File: src/rtl/textlcd_pkg.sv
// Shared constants, opcode decode and address-step helpers for the text-LCD responder.
package textlcd_pkg;

  // Address map and character constants
  localparam logic [6:0] LINE1_BASE    = 7'h00;
  localparam logic [6:0] LINE2_BASE    = 7'h40;
  localparam logic [6:0] LINE1_LAST    = 7'h27;
  localparam logic [6:0] LINE2_LAST    = 7'h67;
  localparam logic [6:0] ONE_LINE_LAST = 7'h4F;
  localparam int         VISIBLE_COLS  = 16;
  localparam int         NUM_CELLS     = 2 * VISIBLE_COLS;
  localparam logic [7:0] CH_BLANK      = 8'h20;
  localparam logic [7:0] CH_ZERO       = 8'h30;

  // Instruction opcode masks and values, listed from highest set bit down
  localparam logic [7:0] OP_DDRAM_MASK = 8'h80, OP_DDRAM_VAL = 8'h80;
  localparam logic [7:0] OP_CGRAM_MASK = 8'hC0, OP_CGRAM_VAL = 8'h40;
  localparam logic [7:0] OP_FUNC_MASK  = 8'hE0, OP_FUNC_VAL  = 8'h20;
  localparam logic [7:0] OP_SHIFT_MASK = 8'hF0, OP_SHIFT_VAL = 8'h10;
  localparam logic [7:0] OP_DISP_MASK  = 8'hF8, OP_DISP_VAL  = 8'h08;
  localparam logic [7:0] OP_ENTRY_MASK = 8'hFC, OP_ENTRY_VAL = 8'h04;
  localparam logic [7:0] OP_HOME_MASK  = 8'hFE, OP_HOME_VAL  = 8'h02;
  localparam logic [7:0] OP_CLEAR_MASK = 8'hFF, OP_CLEAR_VAL = 8'h01;

  typedef enum logic [3:0] {
    I_NOP, I_CLEAR, I_HOME, I_ENTRY, I_DISPLAY, I_SHIFT, I_FUNC, I_CGRAM, I_DDRAM
  } instr_e;

  typedef enum logic {ST_IDLE, ST_CLEAR} state_e;

  // Highest set opcode bit selects the instruction class
  function automatic instr_e decode_instr(input logic [7:0] d);
    instr_e r;
    if      ((d & OP_DDRAM_MASK) == OP_DDRAM_VAL) r = I_DDRAM;
    else if ((d & OP_CGRAM_MASK) == OP_CGRAM_VAL) r = I_CGRAM;
    else if ((d & OP_FUNC_MASK)  == OP_FUNC_VAL)  r = I_FUNC;
    else if ((d & OP_SHIFT_MASK) == OP_SHIFT_VAL) r = I_SHIFT;
    else if ((d & OP_DISP_MASK)  == OP_DISP_VAL)  r = I_DISPLAY;
    else if ((d & OP_ENTRY_MASK) == OP_ENTRY_VAL) r = I_ENTRY;
    else if ((d & OP_HOME_MASK)  == OP_HOME_VAL)  r = I_HOME;
    else if ((d & OP_CLEAR_MASK) == OP_CLEAR_VAL) r = I_CLEAR;
    else                                          r = I_NOP;
    return r;
  endfunction

  // Step the DDRAM address counter one position, applying the line wrap points;
  // addresses outside the wrap points simply count by one.
  function automatic logic [6:0] next_addr(input logic [6:0] a, input logic inc,
                                           input logic two_line);
    logic [6:0] r;
    if (two_line) begin
      if (inc) r = (a == LINE1_LAST) ? LINE2_BASE : (a == LINE2_LAST) ? LINE1_BASE : a + 7'd1;
      else     r = (a == LINE1_BASE) ? LINE2_LAST : (a == LINE2_BASE) ? LINE1_LAST : a - 7'd1;
    end else begin
      if (inc) r = (a == ONE_LINE_LAST) ? LINE1_BASE : a + 7'd1;
      else     r = (a == LINE1_BASE) ? ONE_LINE_LAST : a - 7'd1;
    end
    return r;
  endfunction

  // True when the address maps onto one of the 32 shadowed cells
  function automatic logic is_visible(input logic [6:0] a);
    return (a[6:4] == 3'b000) || (a[6:4] == 3'b100);
  endfunction

endpackage

File: src/rtl/lcd_bus_sampler.sv
// Synchronizes the LCD bus, captures RS/RW/DATA while E is high and flags
// a commit on the falling edge of synchronized E.
module lcd_bus_sampler #(
  parameter int SYNC_STAGES = 2
) (
  input  logic       clk,
  input  logic       reset,
  input  logic       lcd_e,
  input  logic       lcd_rs,
  input  logic       lcd_rw,
  input  logic [7:0] lcd_data,
  output logic       commit,
  output logic       rs,
  output logic       rw,
  output logic [7:0] data
);

  // {e, rs, rw, data} per synchronizer stage
  logic [10:0] sync_q [SYNC_STAGES];
  logic        e_prev_q;
  logic        rs_q, rw_q;
  logic [7:0]  data_q;
  logic [10:0] bus_s;

  genvar gi;
  generate
    for (gi = 0; gi < SYNC_STAGES; gi++) begin : g_sync
      // One synchronizer stage; stage 0 samples the raw pins
      always_ff @(posedge clk) begin
        if (reset) sync_q[gi] <= '0;
        else if (gi == 0) sync_q[gi] <= {lcd_e, lcd_rs, lcd_rw, lcd_data};
        else sync_q[gi] <= sync_q[(gi == 0) ? 0 : gi - 1];
      end
    end
  endgenerate

  assign bus_s = sync_q[SYNC_STAGES-1];

  // Track E for edge detect and keep the last fields seen while E was high
  always_ff @(posedge clk) begin
    if (reset) begin
      e_prev_q <= 1'b0;
      rs_q     <= 1'b0;
      rw_q     <= 1'b0;
      data_q   <= '0;
    end else begin
      e_prev_q <= bus_s[10];
      if (bus_s[10]) begin
        rs_q   <= bus_s[9];
        rw_q   <= bus_s[8];
        data_q <= bus_s[7:0];
      end
    end
  end

  assign commit = e_prev_q & ~bus_s[10];
  assign rs     = rs_q;
  assign rw     = rw_q;
  assign data   = data_q;

endmodule

File: src/rtl/textlcd_rx.sv
// Character-LCD bus responder: decodes E-strobed transfers and keeps a
// 2x16 shadow of the visible DDRAM.
module textlcd_rx
  import textlcd_pkg::*;
#(
  parameter int SYNC_STAGES  = 2,
  parameter int CLEAR_CYCLES = 32
) (
  input  logic         clk,
  input  logic         reset,
  input  logic         lcd_e,
  input  logic         lcd_rs,
  input  logic         lcd_rw,
  input  logic [7:0]   lcd_data,
  output logic [127:0] line1_data,
  output logic [127:0] line2_data,
  output logic [6:0]   cur_addr,
  output logic         disp_on,
  output logic         two_line,
  output logic         busy,
  output logic         cmd_strobe,
  output logic         data_strobe,
  output logic         protocol_err
);

  localparam int CNT_W = $clog2(CLEAR_CYCLES);
  localparam logic [CNT_W-1:0] CNT_LAST = CNT_W'(CLEAR_CYCLES - 1);

  logic       commit, s_rs, s_rw;
  logic [7:0] s_data;

  lcd_bus_sampler #(.SYNC_STAGES(SYNC_STAGES)) u_sampler (
    .clk      (clk),
    .reset    (reset),
    .lcd_e    (lcd_e),
    .lcd_rs   (lcd_rs),
    .lcd_rw   (lcd_rw),
    .lcd_data (lcd_data),
    .commit   (commit),
    .rs       (s_rs),
    .rw       (s_rw),
    .data     (s_data)
  );

  // Cells 0-15 are line 1 columns, 16-31 are line 2 columns
  logic [7:0]       cells_q [NUM_CELLS];
  state_e           state_q;
  logic [CNT_W-1:0] clr_cnt_q;
  logic [6:0]       addr_q;
  logic             inc_q, disp_on_q, two_line_q, busy_q;
  logic             cmd_stb_q, data_stb_q, err_q;

  // Controller FSM: clear sequencing, instruction decode and data writes
  always_ff @(posedge clk) begin
    if (reset) begin
      for (int i = 0; i < NUM_CELLS; i++) cells_q[i] <= CH_BLANK;
      state_q    <= ST_IDLE;
      clr_cnt_q  <= '0;
      addr_q     <= LINE1_BASE;
      inc_q      <= 1'b1;
      disp_on_q  <= 1'b0;
      two_line_q <= 1'b0;
      busy_q     <= 1'b0;
      cmd_stb_q  <= 1'b0;
      data_stb_q <= 1'b0;
      err_q      <= 1'b0;
    end else begin
      cmd_stb_q  <= 1'b0;
      data_stb_q <= 1'b0;
      err_q      <= 1'b0;

      if (state_q == ST_CLEAR) begin
        if (int'(clr_cnt_q) < NUM_CELLS) cells_q[clr_cnt_q[4:0]] <= CH_BLANK;
        clr_cnt_q <= clr_cnt_q + 1'b1;
        if (clr_cnt_q == CNT_LAST) begin
          state_q <= ST_IDLE;
          busy_q  <= 1'b0;
        end
      end

      // Reads are ignored; writes during CLEAR are dropped except on its final cycle
      if (commit && !s_rw) begin
        if (state_q == ST_CLEAR && clr_cnt_q != CNT_LAST) begin
          err_q <= 1'b1;
        end else if (s_rs) begin
          data_stb_q <= 1'b1;
          if (is_visible(addr_q)) cells_q[{addr_q[6], addr_q[3:0]}] <= s_data;
          addr_q <= next_addr(addr_q, inc_q, two_line_q);
        end else begin
          cmd_stb_q <= 1'b1;
          case (decode_instr(s_data))
            I_DDRAM:   addr_q <= s_data[6:0];
            I_FUNC:    two_line_q <= s_data[3];
            I_SHIFT:   if (!s_data[3]) addr_q <= next_addr(addr_q, s_data[2], two_line_q);
            I_DISPLAY: disp_on_q <= s_data[2];
            I_ENTRY:   inc_q <= s_data[1];
            I_HOME:    addr_q <= LINE1_BASE;
            I_CLEAR: begin
              state_q   <= ST_CLEAR;
              busy_q    <= 1'b1;
              clr_cnt_q <= '0;
              addr_q    <= LINE1_BASE;
              inc_q     <= 1'b1;
            end
            default: ;
          endcase
        end
      end
    end
  end

  // Pack the shadow cells so column 0 lands in the top byte of each line
  genvar gi;
  generate
    for (gi = 0; gi < VISIBLE_COLS; gi++) begin : g_pack
      assign line1_data[127-8*gi -: 8] = cells_q[gi];
      assign line2_data[127-8*gi -: 8] = cells_q[VISIBLE_COLS + gi];
    end
  endgenerate

  assign cur_addr     = addr_q;
  assign disp_on      = disp_on_q;
  assign two_line     = two_line_q;
  assign busy         = busy_q;
  assign cmd_strobe   = cmd_stb_q;
  assign data_strobe  = data_stb_q;
  assign protocol_err = err_q;

endmodule

File: config.mk
export PLATFORM = sky130hd
export DESIGN_NAME = textlcd_rx
export DESIGN_NICKNAME = d
export VERILOG_FILES = /design/src/rtl/textlcd_pkg.sv /design/src/rtl/lcd_bus_sampler.sv /design/src/rtl/textlcd_rx.sv
export SDC_FILE = /design/constraint.sdc
export NUM_CORES = 1
export LEC_CHECK = 0
export CORE_MARGIN = 1.5
export CORE_UTILIZATION = 46
export DETAILED_ROUTE_END_ITERATION = 6
export PLACE_DENSITY = 0.79
export SYNTH_ARGS = -nofsm -noshare
export SYNTH_HDL_FRONTEND = slang
export SYNTH_SLANG_ARGS = --single-unit
File: constraint.sdc
create_clock -name clk -period 2.5 [get_ports clk]
set_input_delay 0.75 -clock clk [delete_from_list [all_inputs] [get_ports clk]]
set_output_delay 0.75 -clock clk [all_outputs]
set_load 0.05 [all_outputs]
# Yosys cells after proc, flatten, opt, wreduce, memory -nomap -nowiden

Memories as Yosys holds them, arrays and structs flattened.
Index checks and enable logic that the tools add are counted.

Add/sub/neg operators: 3
Eq/ne operators: 22
Multiplexer cells: 68
Bitwise gates (word level): 7
Reduce and logical (&&, ||, !) cells: 17

Operators by type and width:

| cell                                             | number |
|---|---|
| 2-to-1 mux 7 bit                                 | 14 |
| 2-to-1 mux 5 bit                                 | 7 |
| 2-to-1 mux 1 bit                                 | 30 |
| 2-to-1 mux 11 bit                                | 2 |
| == test 7 bit, second input constant             | 3 |
| case mux 7 bit (3 select lines)                  | 1 |
| 2-to-1 mux 4 bit                                 | 5 |
| 2-to-1 mux 8 bit                                 | 2 |
| AND reduction 4 bit                              | 4 |
| OR reduction 8 bit                               | 2 |
| == test 4 x 3 -> 1 bit, second input constant    | 3 |
| 2-to-1 mux 3 bit                                 | 4 |
| == test 4 x 1 -> 1 bit, second input constant    | 2 |
| == test 4 x 2 -> 1 bit, second input constant    | 2 |
| == test 8 x 1 -> 1 bit, second input constant    | 1 |
| adder 7 x 1 -> 7 bit, second input constant      | 1 |
| == test 7 x 1 -> 1 bit, second input constant    | 1 |
| == test 7 x 6 -> 1 bit, second input constant    | 1 |
| zero test 7 bit                                  | 1 |
| subtractor 7 x 1 -> 7 bit, second input constant | 1 |
| == test 6 x 1 -> 1 bit, second input constant    | 1 |
| adder 5 x 1 -> 5 bit, second input constant      | 1 |
| == test 5 x 1 -> 1 bit, second input constant    | 1 |
| == test 5 bit, second input constant             | 1 |
| 19 further kinds                                 | 26 |

Register bits after elaboration: 31
Memory bits (writable): 278
Logic and storage cells: 133
Memories: 2

Memory list:

| name             | depth | bits a word | rd ports | clocked after Yosys merged registers in | wr ports | line                  | RTL |
|---|---|---|---|---|---|---|---|
| cells_q          | 32    | 8           | 32       | 0                                       | 32       | textlcd_rx.sv:46      | `logic [7:0] cells_q [NUM_CELLS];` |
| u_sampler.sync_q | 2     | 11          | 2        | 0                                       | 2        | lcd_bus_sampler.sv:19 | `logic [10:0] sync_q [SYNC_STAGES];` |

# Depth between registers and ports, before layout

Word-level depth: 18
Mapped depth: 9
Depth with buffers taken out: 8

# Cells and area by module

Synthesis repeated with hierarchy kept, for this count alone.

Cell total of the unflattened synthesis: 996
Area total of the unflattened synthesis: 12814.8 um^2

Modules (own cells, without submodules):

| module          | instances | cells an instance | area an instance (um^2) | sequential area each (um^2) |
|---|---|---|---|---|
| textlcd_rx      | 1         | 915               | 11838.9                 | 8087.8 |
| lcd_bus_sampler | 1         | 81                | 975.9                   | 660.6 |

# Least setup slack after synthesis

OpenSTA, ideal clock, no wires.

Path kind: register to register
Start: reg addr_q[0], in the netlist cur_addr[0]
End: mem cells_q[12][0], enable pin
Setup time: 282 ps
Data arrival time: 2222 ps
Required time: 2218 ps
Path slack: -4 ps
Cell stages (with the launch flop): 8
Buffers on the path: 2
Period minus slack after synthesis: 2504 ps
Cells stage by stage: dfxtp_1 > clkbuf_1 > inv_1 > ha_1 > nand3_1 > clkbuf_1 > nor2_1 > a211o_1

RTL lines:

| what                   | line             | RTL |
|---|---|---|
| from (decl)            | textlcd_rx.sv:49 | `logic [6:0] addr_q;` |
| from (signal assigned) | textlcd_rx.sv:88 | `addr_q <= next_addr(addr_q, inc_q, two_line_q);` |
| from (signal assigned) | textlcd_rx.sv:92 | `I_DDRAM: addr_q <= s_data[6:0];` |
| from (signal assigned) | textlcd_rx.sv:94 | `I_SHIFT: if (!s_data[3]) addr_q <= next_addr(addr_q, s_data[2], two_line_q);` |
| to (decl)              | textlcd_rx.sv:46 |  |

==> flow_summary.json <==
{
  "power_leakage_nw": 6.86,
  "path_delay_family": "buffers and inverters",
  "grt_usage_pct": 25.9,
  "rrSetupSlack_ns": 0.11,
  "nNetsFinal": 1323,
  "yosys-top-cells-area": "edfxtp_1 (60%), dfxtp_1 (8.3%), and2_1 (8.1%), nor3_1 (2.9%), a211o_1 (2.3%)",
  "grt_pass1_vias": 9147,
  "clock_sinks": 309,
  "skew_ns": 0.0250,
  "hold_path_end": "u_sampler.sync_q[1][7]",
  "syn_area_um2": 12800,
  "ys_seq_area_share_pct": 68.5,
  "wl_per_cell_um": 22.5,
  "worstPathCellList": "clkdlybuf4s50_1",
  "critPathBufInv": 1,
  "cts_buffers": 31,
  "drt_pass1_iterations": 5,
  "drive_gt1_share_pct": 14.8,
  "synthAdderAreaFrac_pct": 0.882,
  "syn_avg_cell_area_um2": 13.0,
  "drc": 0,
  "power_density_nw_per_um2": 635,
  "slew_headroom_pct": 34.4,
  "worst_pin_slew_ns": 0.983,
  "crit_arrival_ns": 1.73,
  "synth-edff-count": 256,
  "synth_compound_gate_area_share_pct": 6.34,
  "crit_slowest_cell": "clkdlybuf4s50_1",
  "die_w_um": 170,
  "core_um2": 27100,
  "yosysTopAreaCell": "edfxtp_1",
  "synth_top_area_share_pct": 60.2,
  "max_freq_mhz": 403,
  "viasPerCell": 5.55,
  "rows": 60,
  "setup-violations-final": 0,
  "critPathLaunchType": "flip-flop",
  "hold_depth": 1,
  "cap_violations": 0,
  "drtIter0Drc": 951,
  "area_growth_pct": 37.8,
  "r2r-end": "cells_q[1][3]",
  "fin_crit_sh_pct": 99.3,
  "rsz0062_at_grt": "true",
  "slowest_delay_ns": 0.83,
  "hold_slack_ns": 0.434,
  "reg2regPathDepth": 9,
  "layout_min_cycle_time_ns": 2.48,
  "synthTopCellsByCount": "edfxtp_1 (256), and2_1 (165), nor3_1 (74)",
  "cts_root_buf": "clkbuf_16",
  "port-buffer-count": 281,
  "grt_pass1_wl_mm": 55.6,
  "yosysWarnings": 0,
  "start_util_pct": 47.1,
  "ys_ff_latch": 309,
  "cts_setup_buffers": 0,
  "routed_wl_mm": 38.2,
  "antenna_found_initial": 3,
  "insertion_delay_ns": 0.56,
  "syn_nets": 1005,
  "ant_nets": 0,
  "yosysUniqueCellTypes": 64,
  "vdd_ir_drop_max_uv": 462,
  "synth.most_common_cell": "edfxtp_1",
  "dp.cells": 1640,
  "dpl.hpwl_mm": 26.0,
  "cts_tree": "built",
  "grt_max_degree": 80,
  "ys.flop_type": "edfxtp_1",
  "finalPower_w": 0.0112,
  "endpoint_kind": "output pin",
  "r2r_start": "clr_cnt_q[0]",
  "clkSlewWorstSetupHoldPaths_ns": 0.06,
  "hold_path_class": "reg2reg",
  "muxShareOfSynthArea_pct": 1.33,
  "hp-start": "u_sampler.sync_q[0][7]",
  "fp.dieH_um": 170,
  "htree_levels": 1,
  "cp_num_cells": 1,
  "status": "finished clean",
  "final_cells": 1697,
  "overflow": 0,
  "synth-xor-area-share_pct": 0.549,
  "criticalPathCategory": "reg2out",
  "synth-simple-area-share_pct": 19.5,
  "finalHoldViolations": 0,
  "maxSlewViolCount": 0,
  "cts.path.max_buffers": 3,
  "die_area_um2": 28800,
  "cp.required_ns": 1.75,
  "synth_top_family_by_area": "simple AND/OR/NAND/NOR gates",
  "crit_fanout": 1,
  "vias": 9419,
  "fin_util_pct": 65.0,
  "place.gp.congestion": 0.901,
  "synth_cells": 983,
  "async_reset_ff_share_pct": 0,
  "io_pins": 282
}
## report_power, final
group	switching, W	leakage, nW	internal (W)	total (W)
sequential	0.0000656	2.96	0.00570	0.00576
clock	0.00191	0.485	0.00258	0.00449
combinational	0.000672	3.42	0.000258	0.000930
## layout by cell type, fill, tap and decap left out, drive strengths merged, types with 5 or more instances in the layout
cell type / synthesis / layout
and3: 6 / 6
mux2i: 17 / 17
dlygate4sd2: 0 / 62
nor2b: 31 / 31
clkinv: 1 / 10
nor2: 63 / 63
dfxtp: 53 / 53
and2: 165 / 165
edfxtp: 256 / 256
nor3b: 6 / 6
clkdlybuf4s50: 0 / 164
nand4: 7 / 7
inv: 11 / 13
a21oi: 14 / 14
xnor2: 5 / 5
clkbuf: 72 / 41
nand3: 12 / 12
buf: 15 / 100
a211o: 34 / 34
o21ai: 11 / 11
ha: 9 / 9
nand2: 15 / 15
or3: 34 / 34
dlymetal6s2s: 0 / 46
nor3: 74 / 74
## state kept, by name (all words and copies together), names as in the netlist
signal / count
cmd_strobe: 1
state_q: 1
u_sampler.e_prev_q: 1
cells_q: 256
u_sampler.rw: 1
clr_cnt_q: 5
inc_q: 1
cur_addr: 7
protocol_err: 1
u_sampler.sync_q: 22
busy: 1
disp_on: 1
data_strobe: 1
u_sampler.data: 8
u_sampler.rs: 1
two_line: 1
## metrics by stage
step	TNS, ns	cell area [um2]	setup slack (ns)
after floorplan	0	12800	0.0376
after global placement	0	16500	0.0114
after detailed placement	-3.72	16500	-0.0698
after CTS	0	17400	0.000300
after global routing	-0.310	17600	-0.0145
final	0	17600	0.0180
## routing by layer
layer	global-route usage [%]	vias up	wire length, um
li1	-	4210	-
met1	33.9	4531	15100
met2	42.3	589	18300
met3	5.08	89	3470
met4	10.5	0	1370
met5	0	-	0
## timing repair
action                     in CTS  in global routing
hold endpoints to repair        0                  0
setup endpoints to repair      70                302
gates resized for setup        63                 88
hold buffers                    0                  0
cloned                          0                  0
pin swaps                       0                 10
## final cells by class
type / count / area [um2]
Sequential cell: 309 / 8750
Multi-Input combinational cell: 575 / 3760
Clock buffer: 41 / 847
Tap cell: 372 / 465
Clock inverter: 13 / 124
Antenna cell: 3 / 7.51
Timing Repair Buffer: 372 / 3610
Inverter: 12 / 45.0
Fill cell: 1999 / 9500
## cell families (layout without fill, tap and decap cells)
kind of cell / count (synthesis) / count (layout)
buffers and inverters: 99 / 438
AO/OA/AOI/OAI: 106 / 106
adder cells (fa/ha/maj): 9 / 9
other: 0 / 3
AND/OR/NAND/NOR: 435 / 435
XOR/XNOR: 8 / 8
multiplexers: 17 / 17
flip-flops: 309 / 309
## how the worst max path moves through the flow
stage | slack, ns | startpoint | to
after global placement | 0.01 | reset | cells_q[16][0]
after global routing | -0.01 | clr_cnt_q[1] | cells_q[8][2]
final | 0.02 | cells_q[12][2] | line1_data[26]
after CTS | 0.0003 | cells_q[13][4] | line1_data[20]
after floorplan | 0.04 | reset | cells_q[19][0]
after detailed placement | -0.07 | reset | cells_q[28][6]
Power figures use the tool's default switching activity.
